File: src/rtl/ascon_fsm.sv
// Control sequencer for the Ascon-128 permutation datapath: runs p12 init,
// p6 AD absorption, p6 plaintext encryption and p12 finalisation.
module ascon_fsm #(
  parameter logic [3:0] ROUND_LAST = 4'd11
) (
  input  logic       clock_i,
  input  logic       reset_i,
  input  logic       start_i,
  input  logic       block_valid_i,
  input  logic       block_last_i,
  input  logic [3:0] round_i,
  output logic       input_select_o,
  output logic       ena_cpt_o,
  output logic       init_a_o,
  output logic       init_b_o,
  output logic       ena_xor_up_o,
  output logic       ena_xor_down_o,
  output logic       down_sel_o,
  output logic       fin_key_o,
  output logic       ena_reg_state_o,
  output logic       ena_cipher_o,
  output logic       ena_tag_o,
  output logic       block_ready_o,
  output logic       cipher_valid_o,
  output logic       busy_o,
  output logic       done_o
);

  typedef enum logic [3:0] {
    S_IDLE,
    S_CONF_INIT,
    S_INIT,
    S_AD_WAIT,
    S_AD,
    S_PT_WAIT,
    S_PT,
    S_FIN,
    S_DONE
  } state_e;

  state_e state_q, state_d;
  logic   last_q, last_d;
  logic   cipher_valid_q, cipher_valid_d;
  logic   round_last;
  logic   round_first;

  assign round_last  = (round_i == ROUND_LAST);
  assign round_first = (round_i == '0);

  always_ff @(posedge clock_i or posedge reset_i) begin
    if (reset_i) begin
      state_q        <= S_IDLE;
      last_q         <= 1'b0;
      cipher_valid_q <= 1'b0;
    end else begin
      state_q        <= state_d;
      last_q         <= last_d;
      cipher_valid_q <= cipher_valid_d;
    end
  end

  // The AD "last" flag is captured at acceptance; block_last_i is don't-care
  // while the p6 rounds run.
  always_comb begin
    state_d = state_q;
    last_d  = last_q;
    unique case (state_q)
      S_IDLE:      if (start_i) state_d = S_CONF_INIT;
      S_CONF_INIT: state_d = S_INIT;
      S_INIT:      if (round_last) state_d = S_AD_WAIT;
      S_AD_WAIT: begin
        if (block_valid_i) begin
          last_d  = block_last_i;
          state_d = S_AD;
        end
      end
      S_AD:        if (round_last) state_d = last_q ? S_PT_WAIT : S_AD_WAIT;
      S_PT_WAIT:   if (block_valid_i) state_d = block_last_i ? S_FIN : S_PT;
      S_PT:        if (round_last) state_d = S_PT_WAIT;
      S_FIN:       if (round_last) state_d = S_DONE;
      S_DONE:      state_d = S_IDLE;
      default:     state_d = S_IDLE;
    endcase
  end

  always_comb begin
    input_select_o  = 1'b0;
    ena_cpt_o       = 1'b0;
    init_a_o        = 1'b0;
    init_b_o        = 1'b0;
    ena_xor_up_o    = 1'b0;
    ena_xor_down_o  = 1'b0;
    down_sel_o      = 1'b0;
    fin_key_o       = 1'b0;
    ena_reg_state_o = 1'b0;
    ena_cipher_o    = 1'b0;
    ena_tag_o       = 1'b0;
    block_ready_o   = 1'b0;
    done_o          = 1'b0;
    unique case (state_q)
      S_IDLE: ;
      S_CONF_INIT: begin
        init_a_o  = 1'b1;
        ena_cpt_o = 1'b1;
      end
      S_INIT: begin
        ena_reg_state_o = 1'b1;
        ena_cpt_o       = 1'b1;
        input_select_o  = !round_first;
        if (round_last) begin
          ena_xor_down_o = 1'b1;
          init_b_o       = 1'b1;
        end
      end
      S_AD_WAIT: begin
        block_ready_o = 1'b1;
        if (block_valid_i) begin
          ena_xor_up_o    = 1'b1;
          ena_reg_state_o = 1'b1;
          ena_cpt_o       = 1'b1;
          input_select_o  = 1'b1;
        end
      end
      S_AD, S_PT: begin
        ena_reg_state_o = 1'b1;
        ena_cpt_o       = 1'b1;
        input_select_o  = 1'b1;
        if (round_last) begin
          init_b_o = 1'b1;
          if (state_q == S_AD && last_q) begin
            ena_xor_down_o = 1'b1;
            down_sel_o     = 1'b1;
          end
        end
      end
      S_PT_WAIT: begin
        // The last plaintext block is not taken here: it stays on the bus and
        // is absorbed in the first FIN cycle after the counter reloads to 0.
        block_ready_o = !(block_valid_i && block_last_i);
        if (block_valid_i && !block_last_i) begin
          ena_xor_up_o    = 1'b1;
          ena_cipher_o    = 1'b1;
          ena_reg_state_o = 1'b1;
          ena_cpt_o       = 1'b1;
          input_select_o  = 1'b1;
        end else if (block_valid_i) begin
          init_a_o  = 1'b1;
          ena_cpt_o = 1'b1;
        end
      end
      S_FIN: begin
        ena_reg_state_o = 1'b1;
        ena_cpt_o       = 1'b1;
        input_select_o  = 1'b1;
        if (round_first) begin
          block_ready_o = 1'b1;
          ena_xor_up_o  = 1'b1;
          ena_cipher_o  = 1'b1;
          fin_key_o     = 1'b1;
        end
        if (round_last) begin
          ena_xor_down_o = 1'b1;
          ena_tag_o      = 1'b1;
          init_b_o       = 1'b1;
        end
      end
      S_DONE: done_o = 1'b1;
      default: ;
    endcase
  end

  assign cipher_valid_d = ena_cipher_o;
  assign cipher_valid_o = cipher_valid_q;
  assign busy_o         = (state_q != S_IDLE);

endmodule

File: config.mk
export PLATFORM = sky130hd
export DESIGN_NAME = ascon_fsm
export DESIGN_NICKNAME = d
export VERILOG_FILES = /design/src/rtl/ascon_fsm.sv
export SDC_FILE = /design/constraint.sdc
export NUM_CORES = 1
export LEC_CHECK = 0
export BUFFER_PORTS_ARGS = -buffer_cell sky130_fd_sc_hd__buf_2
export CAP_MARGIN = 20
export CELL_PAD_IN_SITES_DETAIL_PLACEMENT = 1
export CELL_PAD_IN_SITES_GLOBAL_PLACEMENT = 1
export CORE_MARGIN = 2
export CORE_UTILIZATION = 33
export DETAILED_ROUTE_END_ITERATION = 6
export PLACE_DENSITY_LB_ADDON = 0.05
export SLEW_MARGIN = 20
export SYNTH_ARGS = -nofsm -noshare
export SYNTH_HDL_FRONTEND = slang
export SYNTH_SLANG_ARGS = --single-unit
File: constraint.sdc
create_clock -name clock_i -period 1.3 [get_ports clock_i]
set_input_delay 0 -clock clock_i [delete_from_list [all_inputs] [get_ports clock_i]]
set_output_delay 0 -clock clock_i [all_outputs]
set_load 0.01 [all_outputs]
Word level (Yosys, flattened, before mapping)

Index checks and enable logic that the tools add are counted.

Eq/ne operators: 16
Multiplexer cells: 31
Reduce and logical (&&, ||, !) cells: 16

Operator list:

| operator                                       | number |
|---|---|
| case mux 4 bit (8 select lines)                | 1 |
| 2-to-1 mux 4 bit                               | 7 |
| == test 4 x 3 -> 1 bit (second input constant) | 4 |
| 2-to-1 mux 1 bit                               | 14 |
| inequality test 2 bit (second input constant)  | 7 |
| case mux 1 bit (3 select lines)                | 4 |
| == test 4 x 2 -> 1 bit (second input constant) | 2 |
| == test 4 bit (second input constant)          | 2 |
| zero test 4 bit                                | 2 |
| AND reduction 7 bit                            | 1 |
| case mux 1 bit (2 select lines)                | 3 |
| OR reduction 5 bit                             | 1 |
| == test 4 x 1 -> 1 bit (second input constant) | 1 |
| case mux 1 bit (4 select lines)                | 1 |
| nonzero test 4 bit                             | 1 |
| OR reduction 2 bit                             | 2 |
| OR reduction 4 bit                             | 1 |
| logical AND 1 bit                              | 3 |
| zero test 1 bit                                | 3 |
| 2-to-1 mux 3 bit                               | 1 |
| OR reduction 3 bit                             | 1 |
| AND reduction 2 bit                            | 1 |

Bits in registers: 6
Output and inout bits: 15
Word-level logic and storage cells: 66

Logic depth before layout (Yosys ltp)

Gate-level depths: netlist of the first run.

Word-level depth: 5
Depth in mapped cells: 6
Gate-level depth less buffers: 4

Least setup slack after synthesis of the first run

No wires, ideal clock.

Kind: register to output
Start: register state_q[1]
End: output done_o
Data arrival time: 1.215 ns
Required time: 1.300 ns
Slack: 0.085 ns
Stages on the path, launching flop included: 4
Path buffers: 2
Path through: dfrtp_1 buf_4 buf_2 nor4b_1

Longest elaborated chain between the ends: 2

Ends and longest elaborated chain:

| element                | RTL line | source |
|---|---|---|
| start, declared        | 41       | `state_e state_q, state_d;` |
| start signal, assigned | 56       | `state_q <= state_d;` |
| == test 4 bit          | 100      | `unique case (state_q)` |
| 2-to-1 mux 1 bit       | 100      |  |
| end, declared          | 26       | `output logic done_o` |

Every way passes these cells.

Worst setup path after layout of the first run

Start: register state_q[1]
End: output ena_reg_state_o

Longest elaborated chain between the ends: 3

Ends and longest elaborated chain:

| element                                                          | RTL line | source |
|---|---|---|
| == test 4 x 3 -> 1 bit or == test 4 x 2 -> 1 bit (tied branches) | 100      |  |
| OR reduction 4 bit (no source line)                              | --       |  |
| case mux 1 bit (3 select lines) (*)                              | 100      |  |
| end, declared                                                    | 20       | `output logic ena_reg_state_o,` |

Mark *: on every way between the ends. The rest lies on a longest branch, timed or not.

==> summary.txt, run 1 <==
Placed design
  • Placed cells: between 100 and 150
  • I/O Buffers: 23
  • DP HPWL: roughly 1400 um
  • Placer Congestion: around 0.76

Critical path
  • Reg2Reg Depth: 5
  • RR Endpoint: state_q[0]
  • Critical path data arrival time: ~1.6 ns
  • Worst Path Buf+Inv: 2
  • R2r setup slk: -0.06 ns
  • Worst R2R Start: state_q[2]
  • Worst path cell trace: buf_6 -> nor3b_1 -> o211ai_1 -> o21ai_1 -> buf_2
  • Worst Path Required: 1.30 ns
  • CP max-delay cell: dfrtp_2
  • Maximum fanout along the worst path: 8
  • WS Path Type: reg2out
  • Crit end category: output port
  • Largest stage delay, worst path: 0.45 ns
  • CP top delay family: flip-flops
  • Worst setup SP type: flop

Layout
  • Register area: between 150 and 200 um^2
  • Layout filler cell count: 224
  • Commonest non-fill, non-tap cell in the layout: buf_2
  • # diodes: 0
  • Most frequent cells in the layout: buf_2 (23), buf_4 (16), buf_6 (11)
  • Footprint of the multi-input gates: a little over 500 um^2
  • Final #Nets: ~140
  • Layout cell share with drive strength beyond 1: between 50% and 60%
  • Final cell count without fillers: 152
  • Area grow syn2layout: 75.1%

Timing
  • Fraction of the cycle the final worst path needs: 124%
  • Setup violations, final: 16
  • Worst setup margin: -0.316 ns
  • Clock skew: between 0.008 and 0.009 ns
  • Final setup TNS: -2.32 ns
  • RSZ-0062 raised after global routing: yes
  • Final max-slew violation count: 0
  • Min cycle time layout: 1.62 ns
  • Worst-margin pin slew: around 0.42 ns
  • Fmax: 619 MHz
  • Slew headroom: between 70% and 80%
  • Final hold violation count: 0
  • Hold slack: between 0.06 and 0.07 ns

Yosys
  • EDFF count, synth: 0
  • Register area share after synthesis: approximately a quarter
  • Post-Synthesis Cell Area: 623 um^2
  • Syn Inst Count: 81
  • Top FF cell, synth: dfrtp_1
  • Post-synth ARST share: 100%
  • Unique cell type count in the Yosys netlist: 36
  • #FFs+latches synth: 6
  • Syn nets: 90
  • Syn Area/Cell: approximately 7.7 um^2
  • Number of synthesis warnings: 0

Global route
  • Vias in the first global route: around 750
  • Largest net degree at the start of global routing: 15
  • First-pass GRT wire length: approximately 3500 um
  • Initial antenna violation count: 0
  • Total grt overflow: 0
  • GRT Total Usage: between 20 and 25%

Power and ir drop
  • PD cells: 2350 nW/um^2
  • Pleak: about 0.49 nW
  • PnR Total Power: roughly 0.0026 W
  • VDD IR max: around 1.1 mV

Route
  • Routed wl met2: ~1500 um
  • M1 wire length: about 1100 um
  • 1st-pass router iterations: 4
  • Via Count: between 800 and 900
  • Wirelength, routed: a little under 3000 um
  • Top Metal Used: met4
  • DRC viols: 0
  • WL/cell: roughly 19 um
  • Via-to-Cell Ratio: 5.57
  • Met3 WL: between 150 and 200 um
  • Antenna viol nets, final: 0
  • DRT iter0 DRCs: 16

Floorplan
  • CORE AREA: about 1700 um^2
  • Initial Utilization: roughly 36%
  • Rows: 15
  • Die area: roughly 2300 um^2
  • DIE HEIGHT: 47.5 um
  • Die X: around 47 um
  • I/O pin cnt: 24

Min path
  • Hold Path Depth: 2
  • Hold path startpoint: block_last_i
  • Hold endpoint: last_q
  • HP Class: in2reg

Run status
  • Failing checks: negative setup slack
  • Status: complete, but fails checks

Clock tree
  • TritonCTS Sinks: 6
  • CTS buffer count: 3
  • Reg clk slew, reported paths: roughly 0.05 ns
  • Root Buffer: clkbuf_4
  • CTS H-tree lvls: 1
  • Worst-case clock buffer depth: 2
  • Clock latency on the worst-skew pair: approximately 0.25 ns
  • CTS tree: yes

Flow run
  • Max-capacitance violation count: 0
[layout make-up]
class | count | area share, %
multi-input cells | 66 | 46.8
repair buffers | 51 | 33.8
inverters | 1 | 0.344
flip-flops and latches | 6 | 14.1
well taps | 25 | 2.87
clock buffers | 3 | 2.06
[state kept, by name (all words and copies together) (netlist names)]
name            flops
cipher_valid_o      1
last_q              1
state_q             4
[metrics by stage]
stage	setup slack [ns]	cell area [um^2]	util, %
6_report	-0.316	1090	62.5
5_1_grt	-0.395	1090	62.5
4_1_cts	-0.179	982	56.3
3_5_place_dp	0.0120	810	46.4
3_3_place_gp	-0.00261	810	46.4
2_1_floorplan	0.0849	623	-
[Yosys cell counts (2+ instances only)]
master	number	area, um^2
nor2_1	9	33.8
nand2b_1	7	43.8
dfrtp_1	6	150
a21oi_1	4	20.0
a31oi_1	4	25.0
buf_2	4	20.0
nor3_1	4	20.0
o21ai_1	4	20.0
a211oi_1	3	22.5
nand2_1	3	11.3
nand3_1	3	15.0
nor2b_1	3	18.8
buf_4	2	15.0
nor3b_1	2	15.0
o21a_1	2	15.0
[kinds of logic after synthesis]
family | share of synthesized area, %
AO/OA/AOI/OAI | 26.9
multiplexers | 2.41
AND/OR/NAND/NOR | 38.0
flip-flops | 24.1
buffers and inverters | 8.63
[metal layers]
layer / track usage (%) / vias to the layer above
li1: - / 389
met1: 27.1 / 403
met2: 38.9 / 43
met3: 1.89 / 12
met4: 11.7 / 0
met5: 0 / -
[power by group]
group | switching, W | leakage (nW) | internal [W]
sequential | 0.000135 | 0.0726 | 0.000260
clock | 0.0000745 | 0.0138 | 0.000105
combinational | 0.000956 | 0.406 | 0.00103
total | 0.00117 | 0.493 | 0.00140
[worst max-delay path by stage]
stage,endpoint,depth (start not counted),start
CTS,busy_o,3,state_q[1]
global placement,last_q,3,state_q[2]
detailed placement,last_q,3,state_q[2]
global route,ena_reg_state_o,5,state_q[1]
finish,ena_reg_state_o,5,state_q[1]
floorplan,done_o,3,state_q[1]
[what timing repair did]
action / in CTS / in global routing
pin swaps: 7 / 5
endpoints found under the hold margin: 6 / 0
setup buffers: 11 / 4
endpoints found under the setup margin: 15 / 18
cloned: 0 / 0
resized for setup: 19 / 15
hold buffers: 1 / 0
No activity file was read; power rests on OpenSTA's default activity.
==> inputs of run 2 (changes only) <==
--- a/config.mk
+++ b/config.mk
@@ -13,7 +13,9 @@
 export CORE_UTILIZATION = 33
 export DETAILED_ROUTE_END_ITERATION = 6
 export PLACE_DENSITY_LB_ADDON = 0.05
+export RECOVER_POWER = 100
 export SLEW_MARGIN = 20
 export SYNTH_ARGS = -nofsm -noshare
 export SYNTH_HDL_FRONTEND = slang
 export SYNTH_SLANG_ARGS = --single-unit
+export TNS_END_PERCENT = 20
==> run 2 against run 1 <==
The flow still finishes with violations (negative setup slack). First-iteration DRC count down 69%. Utilization shrank 9.5 points. Final cell count shrank 5.9%. Flip-flop and latch count is the same. Global-route usage decreased by 3.1 points. Clock power is essentially flat. Cell area shrank 15%. Critical path depth down 2. Clock-buffer cell count stayed put. Sequential share of layout area increased by 2.5 points. Setup slack better by 0.14 ns. Highest routed layer unchanged.
==> summary.txt, run 2 (synthesis results as in run 1) <==
Run status
  • Status: complete, but fails checks
  • Failing checks: negative setup slack

Critical path
  • Maximum fanout along the worst path: 7
  • RR Endpoint: state_q[0]
  • WS Path Type: reg2out
  • Worst R2R Start: state_q[2]
  • CP top delay family: simple AND/OR/NAND/NOR gates
  • Worst Path Required: roughly 1.3 ns
  • CP max-delay cell: or4_1
  • Reg2Reg Depth: 5
  • Worst path cell trace: buf_6 -> or4_1 -> buf_2
  • Worst setup SP type: flop
  • Crit end category: output port
  • R2r setup slk: -0.03 ns
  • Critical path data arrival time: 1.47 ns
  • Largest stage delay, worst path: around 0.48 ns
  • Worst Path Buf+Inv: 2

Layout
  • Layout cell share with drive strength beyond 1: 47.5%
  • Area grow syn2layout: 48.4%
  • Final cell count without fillers: ~140
  • Max reg flops: 4
  • # diodes: 0
  • Final #Nets: 129
  • Commonest non-fill, non-tap cell in the layout: buf_2
  • Most frequent cells in the layout: buf_2 (22), buf_4 (14), nor2_1 (8)
  • Top reg by flops: state_q

Clock tree
  • CTS buffer count: 3
  • Clock latency on the worst-skew pair: 0.25 ns
  • Reg clk slew, reported paths: around 0.050 ns
  • Worst-case clock buffer depth: 2
  • Root Buffer: clkbuf_4
  • CTS H-tree lvls: 1
  • CTS tree: yes
  • TritonCTS Sinks: 6

Placed design
  • Placed cells: approximately 130
  • Placer Congestion: ~0.76
  • Post-Place Setup Slack: around 0.012 ns
  • I/O Buffers: 23
  • DP HPWL: about 1400 um

Route
  • Via-to-Cell Ratio: 5.20
  • Via Count: between 700 and 800
  • DRT iter0 DRCs: 5
  • Antenna viol nets, final: 0
  • WL/cell: roughly 14 um
  • 1st-pass router iterations: 2
  • Wirelength, routed: 1960 um
  • DRC viols: 0

Power and ir drop
  • P_int: approximately 0.0011 W
  • Switching fraction of total power: 44.0%
  • VDD IR max: around 0.9 mV
  • Clock share of power: a little over 9%
  • PnR Total Power: just under 0.002 W
  • Flop pwr share: 19.4%
  • Sw Pwr: about 0.00086 W
  • PD cells: around 2100 nW/um^2
  • Power share of the combinational group: roughly 70%
  • Pleak: ~0.4 nW

Timing
  • Setup violations, final: 15
  • Slew headroom: 72.2%
  • Fraction of the cycle the final worst path needs: 113%
  • Final max-slew violation count: 0
  • Worst setup margin: -0.171 ns
  • Min cycle time layout: between 1 and 1.5 ns
  • Clock skew: 0.00923 ns
  • RSZ-0062 raised after global routing: yes
  • Worst-margin pin slew: about 0.41 ns
  • Hold slack: roughly 0.062 ns
  • Fmax: 680 MHz
  • Final hold violation count: 0

Min path
  • Hold Path Depth: 2
  • Hold endpoint: last_q
  • Hold path startpoint: block_last_i
  • HP Class: in2reg

Floorplan
  • I/O pin cnt: 24
  • DIE HEIGHT: ~47 um
  • Rows: 15
  • Die X: ~47 um
  • Initial Utilization: approximately 36%
  • Die area: 2250 um^2
  • CORE AREA: 1750 um^2

Flow run
  • Max-capacitance violation count: 0

Global route
  • GRT Total Usage: 19.2%
  • Initial antenna violation count: 0
  • Vias in the first global route: 667
  • Total grt overflow: 0
  • Largest net degree at the start of global routing: 15
  • First-pass GRT wire length: 2970 um
-- run 2: cell types whose count changed in the layout (fill, tap and decap cells not counted), moves of 2 or more --
| cell | delta |
|---|---|
| buf_6 | -7 |
| nor2b_1 | +2 |
| buf_4 | -2 |
| nor2b_4 | -2 |
-- run 2: layer usage --
layer	GRT usage, %	routed length (um)	vias up	share of wire [%]
met5	0	0	-	0
met1	24.1	882	351	45
li1	-	-	373	-
met2	33.0	983	16	50
met4	10.0	32	0	1.6
met3	1.13	63	4	3.2
-- run 2: what timing repair did --
action,CTS,global route
resized for setup,9,3
pin swaps,7,1
buffers inserted,6,0
hold buffers,1,0
endpoints found under the hold margin,6,0
cloned,0,0
setup endpoints to repair,15,18
-- run 2: per-stage QoR --
stage	TNS (ns)	util [%]	instance area, um^2
final	-1.50	53.0	925
after global routing	-2.74	53.0	925
after CTS	-1.51	52.7	920
after detailed placement	0	46.4	810
after global placement	-0.00261	46.4	810
after floorplan	0	-	623
-- run 2: worst max path at each step --
stage	startpoint	endpoint	slack, ns	cells past startpoint
6_report	state_q[2]	busy_o	-0.17	3
3_3_place_gp	state_q[2]	last_q	-0.003	3
5_1_grt	state_q[2]	input_select_o	-0.25	5
2_1_floorplan	state_q[1]	done_o	0.08	3
3_5_place_dp	state_q[2]	last_q	0.01	3
4_1_cts	state_q[1]	busy_o	-0.18	3
-- run 2: area by class of cell --
class / instances / area, um^2
clock buffers: 3 / 22.5
inverters: 1 / 3.75
multi-input cells: 66 / 439
fillers: 230 / 821
repair buffers: 42 / 274
well taps: 25 / 31.3
flip-flops and latches: 6 / 154
-- run 2: power groups by stage --
stage	registers, W	clock network [W]	logic, W
after floorplan	0.000306	0	0.000850
after global placement	0.000364	0	0.00116
after detailed placement	0.000371	0	0.00117
after CTS	0.000372	0.000186	0.00138
after global routing	0.000394	0.000194	0.00154
final	0.000380	0.000179	0.00140
-- run 2: worst reg2reg max path: cells and delay by family, from the launching register on --
kind,cells,cell delay [ns]
AO/OA/AOI/OAI,3,0.52
buffers and inverters,2,0.27
flip-flops,1,0.45
==> inputs of run 3 (changes only) <==
--- a/config.mk
+++ b/config.mk
@@ -10,7 +10,7 @@
 export CELL_PAD_IN_SITES_DETAIL_PLACEMENT = 1
 export CELL_PAD_IN_SITES_GLOBAL_PLACEMENT = 1
 export CORE_MARGIN = 2
-export CORE_UTILIZATION = 33
+export CORE_UTILIZATION = 25
 export DETAILED_ROUTE_END_ITERATION = 6
 export PLACE_DENSITY_LB_ADDON = 0.05
 export RECOVER_POWER = 100
==> run 3 against run 2 <==
Utilization shrank 11 points. First-iteration DRC count grew 80%. Sequential power shrank 5%. Critical endpoint is now input_select_o. Via count grew 6.0%. The run still ends with negative setup slack left. Non-clock buffer count grew 6. Cell area grew 9.7%. Largest power group unchanged. Largest cell class unchanged.
==> summary.txt, run 3 (synthesis results as in run 1) <==
Route
  • 1st-pass router iterations: 4
  • DRC viols: 0
  • Via-to-Cell Ratio: between 5 and 6
  • Via Count: around 800
  • DRT iter0 DRCs: 9
  • WL/cell: between 10 and 15 um
  • Wirelength, routed: approximately 2300 um
  • Antenna viol nets, final: 0

Critical path
  • Reg2Reg Depth: 5
  • Critical path data arrival time: 1.48 ns
  • Worst Path Buf+Inv: 2
  • CP Depth: 5
  • R2r setup slk: -0.09 ns
  • Maximum fanout along the worst path: 5
  • CP top delay family: flip-flops
  • Largest stage delay, worst path: 0.44 ns
  • WS Path Type: reg2out
  • Worst setup SP type: flop
  • Worst path cell trace: buf_6 -> nor3b_1 -> o211ai_1 -> o21ai_1 -> buf_2
  • Crit end category: output port
  • Worst Path Required: around 1.3 ns
  • CP max-delay cell: dfrtp_2

Timing
  • Final hold violation count: 0
  • Fmax: 676 MHz
  • Fraction of the cycle the final worst path needs: 114%
  • Hold slack: roughly 0.04 ns
  • Min cycle time layout: about 1.5 ns
  • Final max-slew violation count: 0
  • Slew headroom: around 73%
  • Setup violations, final: 15
  • Clock skew: about 0.0049 ns
  • Worst setup margin: -0.179 ns
  • Worst-margin pin slew: roughly 0.41 ns
  • Final setup TNS: -1.51 ns
  • RSZ-0062 raised after global routing: yes

Layout
  • Layout filler cell count: 311
  • Area grow syn2layout: 62.9%
  • Post-route cell area: slightly above 1000 um^2
  • Commonest non-fill, non-tap cell in the layout: buf_2
  • Final cell count without fillers: 154
  • Top reg by flops: state_q
  • Max reg flops: 4
  • Most frequent cells in the layout: buf_2 (22), buf_4 (20), nor2_1 (7)
  • Layout cell share with drive strength beyond 1: between 50 and 60%
  • Final #Nets: 135
  • # diodes: 0

Clock tree
  • Worst-case clock buffer depth: 2
  • Reg clk slew, reported paths: roughly 0.05 ns
  • Clock latency on the worst-skew pair: 0.25 ns
  • CTS tree: yes
  • CTS buffer count: 3
  • Root Buffer: clkbuf_4
  • CTS H-tree lvls: 1
  • TritonCTS Sinks: 6

Floorplan
  • Rows: 18
  • DIE HEIGHT: 53.9 um
  • Initial Utilization: 25.9%
  • Die area: slightly below 3000 um^2
  • Die X: 53.9 um
  • I/O pin cnt: 24
  • CORE AREA: roughly 2400 um^2

Global route
  • Total grt overflow: 0
  • GRT Total Usage: around 17%
  • Largest net degree at the start of global routing: 15
  • First-pass GRT wire length: 3480 um
  • Vias in the first global route: 760
  • Initial antenna violation count: 0

Min path
  • Hold Path Depth: 2
  • HP Class: in2reg

Power and ir drop
  • Sw Pwr: between 0.0009 and 0.001 W
  • Flop pwr share: about 16%
  • PD cells: around 2200 nW/um^2
  • Pleak: 0.458 nW
  • Switching fraction of total power: ~44%
  • VDD IR max: 0.937 mV
  • P_int: approximately 0.0012 W
  • Power share of the combinational group: between 70% and 80%
  • Clock share of power: under 10%

Flow run
  • Max-capacitance violation count: 0

Run status
  • Failing checks: negative setup slack
  • Status: complete, but fails checks

Placed design
  • Placer Congestion: 0.706
  • I/O Buffers: 23
  • DP HPWL: between 1500 and 2000 um
  • Placed cells: 141
  • Area after DPL: ~840 um^2
  • Post-Place Setup Slack: -0.0112 ns
run 3: layout make-up:
type                       instances  area [um^2]  area share (%)
timing repair buffer              48          319            31.4
multi-input combinational         66          479            47.2
sequential                         6          153            15.0
clock buffer                       3         22.5            2.22
tap                               30         37.5            3.70
inverter                           1         3.75           0.370
run 3: metal layers:
metal	part of all wire [%]	up-vias	GRT usage (%)
met5	0	-	0
met4	1.6	0	7.69
met3	2.9	4	0.833
met2	50	21	28.7
met1	45	379	21.8
li1	-	385	-
run 3: final timing paths:
kind / startpoint / end
hold reg to reg: last_q / last_q
setup reg to reg: state_q[2] / state_q[0]
max in group asynchronous: reset_i / state_q[2]
setup / recovery: state_q[2] / input_select_o
hold / removal: block_last_i / last_q
min in group asynchronous: reset_i / state_q[1]
run 3: power by group through the flow:
stage	clock, W	combinational (W)	sequential, W
final	0.000182	0.00167	0.000362
after global routing	0.000199	0.00182	0.000370
after CTS	0.000191	0.00160	0.000346
after detailed placement	0	0.00128	0.000351
after global placement	0	0.00127	0.000349
after floorplan	0	0.000850	0.000306
run 3: repair_timing:
action,in CTS,in global routing
hold endpoints to repair,6,0
hold buffers,1,0
setup buffers,9,0
setup endpoints to repair,15,17
gates resized for setup,12,8
pin swaps,4,3
run 3: metrics by stage:
stage	util (%)	power, W
final	42.1	0.00221
after floorplan	-	0.00116
after detailed placement	34.8	0.00164
after CTS	40.9	0.00214
after global routing	42.1	0.00239
after global placement	34.8	0.00161
